[src/rtl/regfile_wb_scheduler_pkg.sv]
// Shared core definitions used by the regFile writeback scheduler.
// Provides data/address widths, the word and register-address types, the
// write-port payload struct and a small x0 helper.
package regfile_wb_scheduler_pkg;

  localparam int unsigned XLEN       = 32;
  localparam int unsigned NUM_REGS   = 32;
  localparam int unsigned REG_ADDR_W = $clog2(NUM_REGS);

  typedef logic [REG_ADDR_W-1:0] reg_addr_t;
  typedef logic [XLEN-1:0]       xword_t;

  // One regFile write-port beat.
  typedef struct packed {
    logic      we;
    reg_addr_t addr;
    xword_t    data;
  } rf_wr_t;

  // True for any architectural register other than the hard-wired x0.
  function automatic logic addr_nz(input reg_addr_t a);
    return a != '0;
  endfunction

endpackage

[src/rtl/reg_scoreboard.sv]
// Busy-register scoreboard for long-latency destinations.
// Ports:
//   clk, rst_n              clock, async active-low reset
//   set_valid / set_addr    mark a register busy (issue)
//   clr_valid / clr_addr    mark a register free (result written)
//   look_a/b/c -> busy_a/b/c three registered-state lookups
//   busy_vec                full busy vector (bit 0 always 0)
module reg_scoreboard
  import regfile_wb_scheduler_pkg::*;
(
  input  logic                  clk,
  input  logic                  rst_n,
  input  logic                  set_valid,
  input  logic [REG_ADDR_W-1:0] set_addr,
  input  logic                  clr_valid,
  input  logic [REG_ADDR_W-1:0] clr_addr,
  input  logic [REG_ADDR_W-1:0] look_a,
  input  logic [REG_ADDR_W-1:0] look_b,
  input  logic [REG_ADDR_W-1:0] look_c,
  output logic                  busy_a,
  output logic                  busy_b,
  output logic                  busy_c,
  output logic [NUM_REGS-1:0]   busy_vec
);

  logic [NUM_REGS-1:0] busy_q;
  logic [NUM_REGS-1:0] busy_d;

  // Clear first so that a same-cycle set of the same register wins.
  always_comb begin
    busy_d = busy_q;
    if (clr_valid) busy_d[clr_addr] = 1'b0;
    if (set_valid) busy_d[set_addr] = 1'b1;
    busy_d[0] = 1'b0;
  end

  always_ff @(posedge clk or negedge rst_n) begin
    if (!rst_n) busy_q <= '0;
    else        busy_q <= busy_d;
  end

  always_comb begin
    busy_a   = busy_q[look_a];
    busy_b   = busy_q[look_b];
    busy_c   = busy_q[look_c];
    busy_vec = busy_q;
  end

endmodule

[src/rtl/regfile_wb_scheduler.sv]
// Owner of the single regFile write port. Arbitrates between the in-order
// pipeline writeback (priority) and the long-latency unit writeback, tracks
// busy long-latency destinations, stalls decode on hazards against them and
// holds the pipeline writeback when the long-latency unit is starved.
// Ports:
//   pipe_we/addr/data        pipeline writeback (no backpressure)
//   mu_issue_valid/rd        long-latency issue, marks rd busy
//   mu_wb_valid/rd/data      long-latency result, mu_wb_ready accepts it
//   dec_rs1/rs2/rd           decode operands, dec_stall on busy hit
//   wb_hold                  registered request to stop pipe_we next cycle
//   rf_we3/wr_addr3/wr_data3 regFile write port (combinational grant)
//   err_conflict             sticky protocol-violation flag
module regfile_wb_scheduler
  import regfile_wb_scheduler_pkg::*;
#(
  parameter int unsigned STARVE_LIMIT = 4
) (
  input  logic                  clk,
  input  logic                  rst_n,
  input  logic                  pipe_we,
  input  logic [REG_ADDR_W-1:0] pipe_addr,
  input  logic [XLEN-1:0]       pipe_data,
  input  logic                  mu_issue_valid,
  input  logic [REG_ADDR_W-1:0] mu_issue_rd,
  input  logic                  mu_wb_valid,
  input  logic [REG_ADDR_W-1:0] mu_wb_rd,
  input  logic [XLEN-1:0]       mu_wb_data,
  output logic                  mu_wb_ready,
  input  logic [REG_ADDR_W-1:0] dec_rs1,
  input  logic [REG_ADDR_W-1:0] dec_rs2,
  input  logic [REG_ADDR_W-1:0] dec_rd,
  output logic                  dec_stall,
  output logic                  wb_hold,
  output logic                  rf_we3,
  output logic [REG_ADDR_W-1:0] rf_wr_addr3,
  output logic [XLEN-1:0]       rf_wr_data3,
  output logic                  err_conflict
);

  localparam int unsigned     CNT_W    = $clog2(STARVE_LIMIT) + 1;
  localparam logic [CNT_W-1:0] CNT_MAX  = '1;
  localparam logic [CNT_W-1:0] CNT_TRIG = CNT_W'(STARVE_LIMIT - 1);

  logic                pipe_eff_c;
  logic                mu_xfer_c;
  logic                mu_refused_c;
  rf_wr_t              wr_c;

  logic                busy_rs1;
  logic                busy_rs2;
  logic                busy_rd;
  logic [NUM_REGS-1:0] busy_vec;

  logic [CNT_W-1:0]    starve_cnt_q;
  logic [CNT_W-1:0]    starve_cnt_d;
  logic                wb_hold_q;
  logic                wb_hold_d;
  logic                err_q;
  logic                err_d;

  // Port grant: pipeline first, then the long-latency result; x0 writes drop.
  // Everything combinational is forced quiet while reset is asserted.
  always_comb begin
    pipe_eff_c   = pipe_we & addr_nz(pipe_addr);
    mu_wb_ready  = rst_n & mu_wb_valid & ~pipe_eff_c;
    mu_xfer_c    = mu_wb_valid & mu_wb_ready;
    mu_refused_c = rst_n & mu_wb_valid & ~mu_wb_ready;
    wr_c         = '0;
    if (rst_n) begin
      if (pipe_eff_c) begin
        wr_c.we   = 1'b1;
        wr_c.addr = pipe_addr;
        wr_c.data = pipe_data;
      end else if (mu_wb_valid) begin
        wr_c.we   = addr_nz(mu_wb_rd);
        wr_c.addr = mu_wb_rd;
        wr_c.data = mu_wb_data;
      end
    end
    rf_we3      = wr_c.we;
    rf_wr_addr3 = wr_c.addr;
    rf_wr_data3 = wr_c.data;
  end

  reg_scoreboard u_scoreboard (
    .clk       (clk),
    .rst_n     (rst_n),
    .set_valid (mu_issue_valid & addr_nz(mu_issue_rd)),
    .set_addr  (mu_issue_rd),
    .clr_valid (mu_xfer_c),
    .clr_addr  (mu_wb_rd),
    .look_a    (dec_rs1),
    .look_b    (dec_rs2),
    .look_c    (dec_rd),
    .busy_a    (busy_rs1),
    .busy_b    (busy_rs2),
    .busy_c    (busy_rd),
    .busy_vec  (busy_vec)
  );

  // x0 never reads busy, so its lookup terms are inherently zero.
  always_comb begin
    dec_stall = rst_n & (busy_rs1 | busy_rs2 | busy_rd);
  end

  // Starvation tracking; hold drops once the pending result is gone.
  always_comb begin
    starve_cnt_d = '0;
    wb_hold_d    = wb_hold_q;
    if (mu_refused_c) begin
      starve_cnt_d = (starve_cnt_q == CNT_MAX) ? starve_cnt_q
                                               : starve_cnt_q + CNT_W'(1);
      if (starve_cnt_q >= CNT_TRIG) wb_hold_d = 1'b1;
    end else begin
      wb_hold_d = 1'b0;
    end
  end

  // Sticky protocol-violation detection.
  always_comb begin
    err_d = err_q
          | (pipe_eff_c & wb_hold_q)
          | (pipe_eff_c & busy_vec[pipe_addr])
          | (mu_issue_valid & busy_vec[mu_issue_rd]);
  end

  always_ff @(posedge clk or negedge rst_n) begin
    if (!rst_n) begin
      starve_cnt_q <= '0;
      wb_hold_q    <= 1'b0;
      err_q        <= 1'b0;
    end else begin
      starve_cnt_q <= starve_cnt_d;
      wb_hold_q    <= wb_hold_d;
      err_q        <= err_d;
    end
  end

  always_comb begin
    wb_hold      = wb_hold_q;
    err_conflict = err_q;
  end

endmodule

[config.mk]
export PLATFORM = sky130hd
export DESIGN_NAME = regfile_wb_scheduler
export DESIGN_NICKNAME = d
export VERILOG_FILES = /design/src/rtl/regfile_wb_scheduler_pkg.sv /design/src/rtl/reg_scoreboard.sv /design/src/rtl/regfile_wb_scheduler.sv
export SDC_FILE = /design/constraint.sdc
export NUM_CORES = 1
export LEC_CHECK = 0
export ABC_CLOCK_PERIOD_IN_PS = 4750
export CAP_MARGIN = 10
export CORE_MARGIN = 3
export CORE_UTILIZATION = 45
export DETAILED_ROUTE_END_ITERATION = 8
export PLACE_DENSITY = 0.89
export SYNTH_ARGS = -nofsm -noshare
export SYNTH_HDL_FRONTEND = slang
export SYNTH_SLANG_ARGS = --single-unit
[constraint.sdc]
create_clock -name clk -period 4.75 [get_ports clk]
set_input_delay 0.95 -clock clk [delete_from_list [all_inputs] [get_ports clk]]
set_output_delay 0.95 -clock clk [all_outputs]
set_load 0.03 [all_outputs]
# After elaboration in Yosys (flattened, before gate mapping)
# Cells that the tools add are included.
# Widths: inputs -> output; s select.
classes:
  add_sub_neg: 1
  order_cmp: 9
  n_eq_ne: 3
  n_mux: 23
  bitwise_logic: 20
  reduce_logical: 5
op_table:
  columns: ["cell", "n"]
  rows:
  - ["$mux 38", 3]
  - ["$mux 32", 2]
  - ["$lt 5x6->1 const B", 6]
  - ["$and 32x32->32", 1]
  - ["$not 32->32", 1]
  - ["$or 32x32->32", 1]
  - ["$bmux 1 s5", 5]
  - ["$reduce_bool 5->1", 3]
  - ["$and 1x1->1", 10]
  - ["$demux 1 s5", 2]
  - ["$ge 5x1->1 const B", 2]
  - ["$mux 1", 9]
  - ["$mux 3", 2]
  - ["$or 1x1->1", 5]
  - ["$add 3x1->3 const B", 1]
  - ["$eq 3x3->1 const B", 1]
  - ["$ge 3x2->1 const B", 1]
  - ["$logic_and 1x1->1", 2]
  - ["$ne 2x1->1 const B", 1]
  - ["$ne 2x2->1 const B", 1]
  - ["$not 1->1", 2]
word_totals:
  register_bits: 36

# Longest topological paths before layout
# Gate-level depths: netlist of the first run.
logic_depth:
  ltp_word: 9
  mapped_depth: 7

# By module
# Synthesis of the first run repeated with hierarchy kept, for this count alone.
unflattened:
  cells_unflattened: 371
  hier_area_um2: 3495.9
by_module_without_submodules:
  columns: ["mod", "instances", "cells_each", "area_each_um2"]
  rows:
  - ["reg_scoreboard", 1, 231, 2185.8]
  - ["regfile_wb_scheduler", 1, 140, 1310.0]

# Worst setup path before layout of the first run
# OpenSTA, ideal clock, no wires.
synth_timing:
  path_type: "in2out"
  from: "input port pipe_addr[1]"
  to: "output port rf_wr_data3[25]"
  t_arrival_ps: 2590
  required_ps: 3800
  path_slack_ps: 1210
  stages: 6
  path_cell_list: "clkbuf_1 o41ai_4 and3_1 buf_2 buf_2 a22o_1"
synth_between:
  elab_chain_len: 4
synth_lines:
  columns: ["element", "line", "text"]
  rows:
  - ["from (decl)", "regfile_wb_scheduler.sv:21", "input logic [REG_ADDR_W-1:0] pipe_addr,"]
  - ["$reduce_bool 5->1", "regfile_wb_scheduler_pkg.sv:22", "return a != '0;"]
  - ["$and 1x1->1", "regfile_wb_scheduler.sv:64", "pipe_eff_c = pipe_we & addr_nz(pipe_addr);"]
  - ["$mux 38", "regfile_wb_scheduler.sv:70", "if (pipe_eff_c) begin"]
  - ["$mux 38", "regfile_wb_scheduler.sv:69", "if (rst_n) begin"]
  - ["to (decl)", "regfile_wb_scheduler.sv:36", "output logic [XLEN-1:0] rf_wr_data3,"]
# Every way passes these cells.

# Worst setup path in the final report of the first run
layout_timing:
  from: "input port dec_rd[0]"
  to: "output port dec_stall"
layout_between:
  elab_chain_len: 4
layout_lines:
  columns: ["element", "line", "text"]
  rows:
  - ["from (decl)", "regfile_wb_scheduler.sv:31", "input logic [REG_ADDR_W-1:0] dec_rd,"]
  - ["$bmux 1 s5", "reg_scoreboard.sv:45", "busy_c = busy_q[look_c];"]
  - ["$mux 1 (not written as such)", "reg_scoreboard.sv:45", null]
  - ["$or 1x1->1", "regfile_wb_scheduler.sv:103", "dec_stall = rst_n & (busy_rs1 | busy_rs2 | busy_rd);"]
  - ["$and 1x1->1", "regfile_wb_scheduler.sv:103", null]
  - ["to (decl)", "regfile_wb_scheduler.sv:32", "output logic dec_stall,"]
# Every way passes these cells. The select of a mux whose other input is x is not followed.

==> results of run 1 <==
power by group through the flow:
stage / Clock, mW / Combinational, mW / Sequential, mW
finish: 0.213 / 0.544 / 0.522
global route: 0.228 / 0.584 / 0.524
CTS: 0.214 / 0.541 / 0.507
detailed placement: 0 / 0.535 / 0.513
floorplan: 0 / 0.352 / 0.434
global placement: 0 / 0.518 / 0.506
critical path, delay by kind of cell:
family	cells	cell delay, ps
compound gates	2	360
buf+inv	2	1340
mux	1	560
simple gates	1	320
state kept, by name, indices dropped and copies added (netlist names):
| name | flops |
|---|---|
| starve_cnt_q | 3 |
| u_scoreboard.busy_vec | 31 |
| err_conflict | 1 |
| wb_hold | 1 |
cells in the mapped netlist, types with 3 or more instances:
master and count:
dfrtp_1 36, nand2b_1 4, nand2_1 14, ha_1 3, mux4_1 4, nand3b_1 5, clkbuf_1 9, a2111oi_0 4
buf_2 9, a21oi_1 10, a22o_1 32, mux2_2 4, buf_6 3, nor2b_1 9, nor2_1 12, o21ai_0 58
mux2i_1 13, inv_1 7, a211oi_1 3, mux4_2 30, nand4_1 7, nand3_1 15
final timing paths:
| kind | to | depth (start not counted) | startpoint |
|---|---|---|---|
| worst min register to register | err_conflict | 2 | err_conflict |
| worst max-delay path | dec_stall | 6 | dec_rd[0] |
| min in group asynchronous | u_scoreboard.busy_vec[17] | 2 | rst_n |
| worst min-delay path | err_conflict | 2 | err_conflict |
| worst max register to register | err_conflict | 5 | u_scoreboard.busy_vec[26] |
| max in group asynchronous | u_scoreboard.busy_vec[20] | 2 | rst_n |
cell type report:
type,instances,area [um^2]
tap,96,120
multi-input combinational,261,2320
timing repair buffer,148,1390
sequential,36,901
clock inverter,1,8.76
fill,542,2180
inverter,7,26.3
clock buffer,7,76.3
routing by layer:
metal,global-route usage,vias to the layer above,wire (um)
met3,0.0869,62,1460
met4,0.135,0,541
li1,-,1600,-
met2,0.492,274,6320
met5,0,-,0
met1,0.375,1729,4620
cell usage in the layout, fill, tap and decap left out, types with 2 or more instances in the layout:
| master | instances |
|---|---|
| nand3_1 | 15 |
| nor3_1 | 2 |
| mux2i_1 | 13 |
| o31ai_1 | 2 |
| nand4_1 | 7 |
| clkbuf_8 | 5 |
| inv_1 | 7 |
| o21ai_0 | 58 |
| dfrtp_1 | 36 |
| mux2_2 | 4 |
| nand2_1 | 14 |
| a22o_1 | 32 |
| clkdlybuf4s50_1 | 106 |
| nand2b_1 | 4 |
| o2bb2ai_1 | 2 |
| a32oi_1 | 2 |
| nand3b_1 | 5 |
| a221oi_1 | 2 |
| a21oi_1 | 10 |
| ha_1 | 3 |
| a211oi_1 | 3 |
| nor2_1 | 11 |
| buf_4 | 40 |
| mux4_2 | 30 |
| and3_1 | 2 |
| mux4_1 | 4 |
| nor2b_1 | 9 |
| a31oi_1 | 2 |
| or3b_2 | 2 |
| clkbuf_1 | 2 |
| nand4b_1 | 2 |
| a2111oi_0 | 4 |
cell families after synthesis:
family          count (synthesis)  synth area share
compound gates                123             0.250
simple gates                   82             0.134
mux                            52             0.291
flops                          36             0.267
buf+inv                        30            0.0445
fa+ha+maj                       3            0.0111
xor+xnor                        1           0.00260
==> results.sh, run 1 <==
export IMPL_status="complete, no violations"
export IMPL_hold_slack_ps=531
export IMPL_dpl_worst_slack_ps=261
export IMPL_cts_buffer_depth=2
export IMPL_postCtsSetupBuffers=0
export IMPL_fmax_mhz=223
export IMPL_clkSinkCount=36
export IMPL_ys_types=49
export IMPL_final_area_um2=4840
export IMPL_grt_util_all_layers=0.303
export IMPL_gp_congestion=1.01
export IMPL_die_area_um2=8570
export IMPL_netlist_area_um2=3370
export IMPL_crit_required_ps=3800
export IMPL_vdd_ir_drop_worst_mv=0.133
export IMPL_grt_max_degree=43
export IMPL_start_util=0.480
export IMPL_power_density_nw_per_um2=264
export IMPL_setup_viol=0
export IMPL_worst_setup_path_end_kind="primary output"
export IMPL_leakagePower_nw=1.88
export IMPL_pwr_share_clk=0.166
export IMPL_portBuffers=140
export IMPL_drt_iter0_markers=489
export IMPL_cts_tree="yes"
export IMPL_coreArea_um2=7020
export IMPL_hold_path_class="flop to flop"
export IMPL_startpoint_type="input pin"
export IMPL_ctsHoldBuffers=0
export IMPL_fin_cells=556
export IMPL_fin_util=0.690
export IMPL_dp_hpwl_mm=9.76
export IMPL_clkLatencyLatePin_ps=290
export IMPL_synth_avg_cell_area_um2=10.3
export IMPL_tns_ps=0
export IMPL_placed_cells=548
export IMPL_critPathArrivalTime_ps=3540
export IMPL_fin_crit_ps=4490
export IMPL_antenna_found_initial=0
export IMPL_final_hold_violation_count=0
export IMPL_drc=0
export IMPL_p_seq_frac=0.408
export IMPL_ys_async_sr_fraction=1.00
export IMPL_synth_edf_count=0
export IMPL_cts_root_buf="clkbuf_8"
export IMPL_path_cells="clkdlybuf4s50_1 -> mux4_2 -> o2111a_1 -> nor4_1 -> a31oi_1 -> clkdlybuf4s50_1"
export IMPL_ant_nets=0
export IMPL_criticalPathCategory="input pin to primary output"
export IMPL_diodes=0
export IMPL_post_drt_wl_per_cell_um=23.3
export IMPL_slew_headroom=0.658
export IMPL_cts_resized=0
export IMPL_grt_ovfl_total=0
export IMPL_slowest_delay_ps=730
export IMPL_die_x_um=92.6
export IMPL_clock_skew_final_ps=1.25
export IMPL_nNetsFinal=561
export IMPL_yosys_area_top_type="dfrtp_1"
export IMPL_swShare=0.383
export IMPL_drtPass1Iterations=5
export IMPL_r2r_slack_ps=2570
export IMPL_syn_to_final_growth_pct=43.6
export IMPL_synth_top_cell_area_share=0.267
export IMPL_cts_buffers=5
export IMPL_period_share=0.944
export IMPL_grt_pass1_vias=3754
export IMPL_grt_pass1_wl_mm=20.2
export IMPL_fp_dieH_um=92.6
export IMPL_syn_inst=327
export IMPL_cts_htree_levels=2
export IMPL_synth_seq_area_share=0.267
export IMPL_vias=3665
export IMPL_switching_power_uw=490
export IMPL_syn_nets=429
export IMPL_drv_slew=0
export IMPL_drive_above_1_share=0.198
export IMPL_p_int_uw=789
export IMPL_placementRows=30
export IMPL_fin_ws_ps=264
export IMPL_wl_mm=12.9
export IMPL_crit_slowest_cell="clkdlybuf4s50_1"
export IMPL_yosys_warnings=0
export IMPL_worstPathMaxFanout=9
export IMPL_rsz0062_at_grt="no"
export IMPL_clk_pin_slew_worst_paths_ps=70
export IMPL_synth_flop_cell="dfrtp_1"
export IMPL_p_total_mw=1.28
export IMPL_ios=141
export IMPL_cap_violations=0
export IMPL_power_frac_comb=0.425
export IMPL_ys_ff_latch=36
export IMPL_cpMostUsedCell="clkdlybuf4s50_1"
export IMPL_worstMarginPinSlew_ps=511
export IMPL_vias_per_cell=6.59
export IMPL_post_dp_cell_area_um2=4760
export IMPL_synth_area_leaders="dfrtp_1, mux4_2, o21ai_0"
No activity file was read; power rests on OpenSTA's default activity.
==> run 2, diff against run 1 <==
- TNS_END_PERCENT: unset -> 30
==> results of run 2 <==
The final DEF is identical to that of run 1; final timing and power are the same.
==> run 3, diff against run 2 <==
- SETUP_SLACK_MARGIN: unset -> 0.1
==> results of run 3 <==
The final DEF is identical to that of run 1; final timing and power are the same.
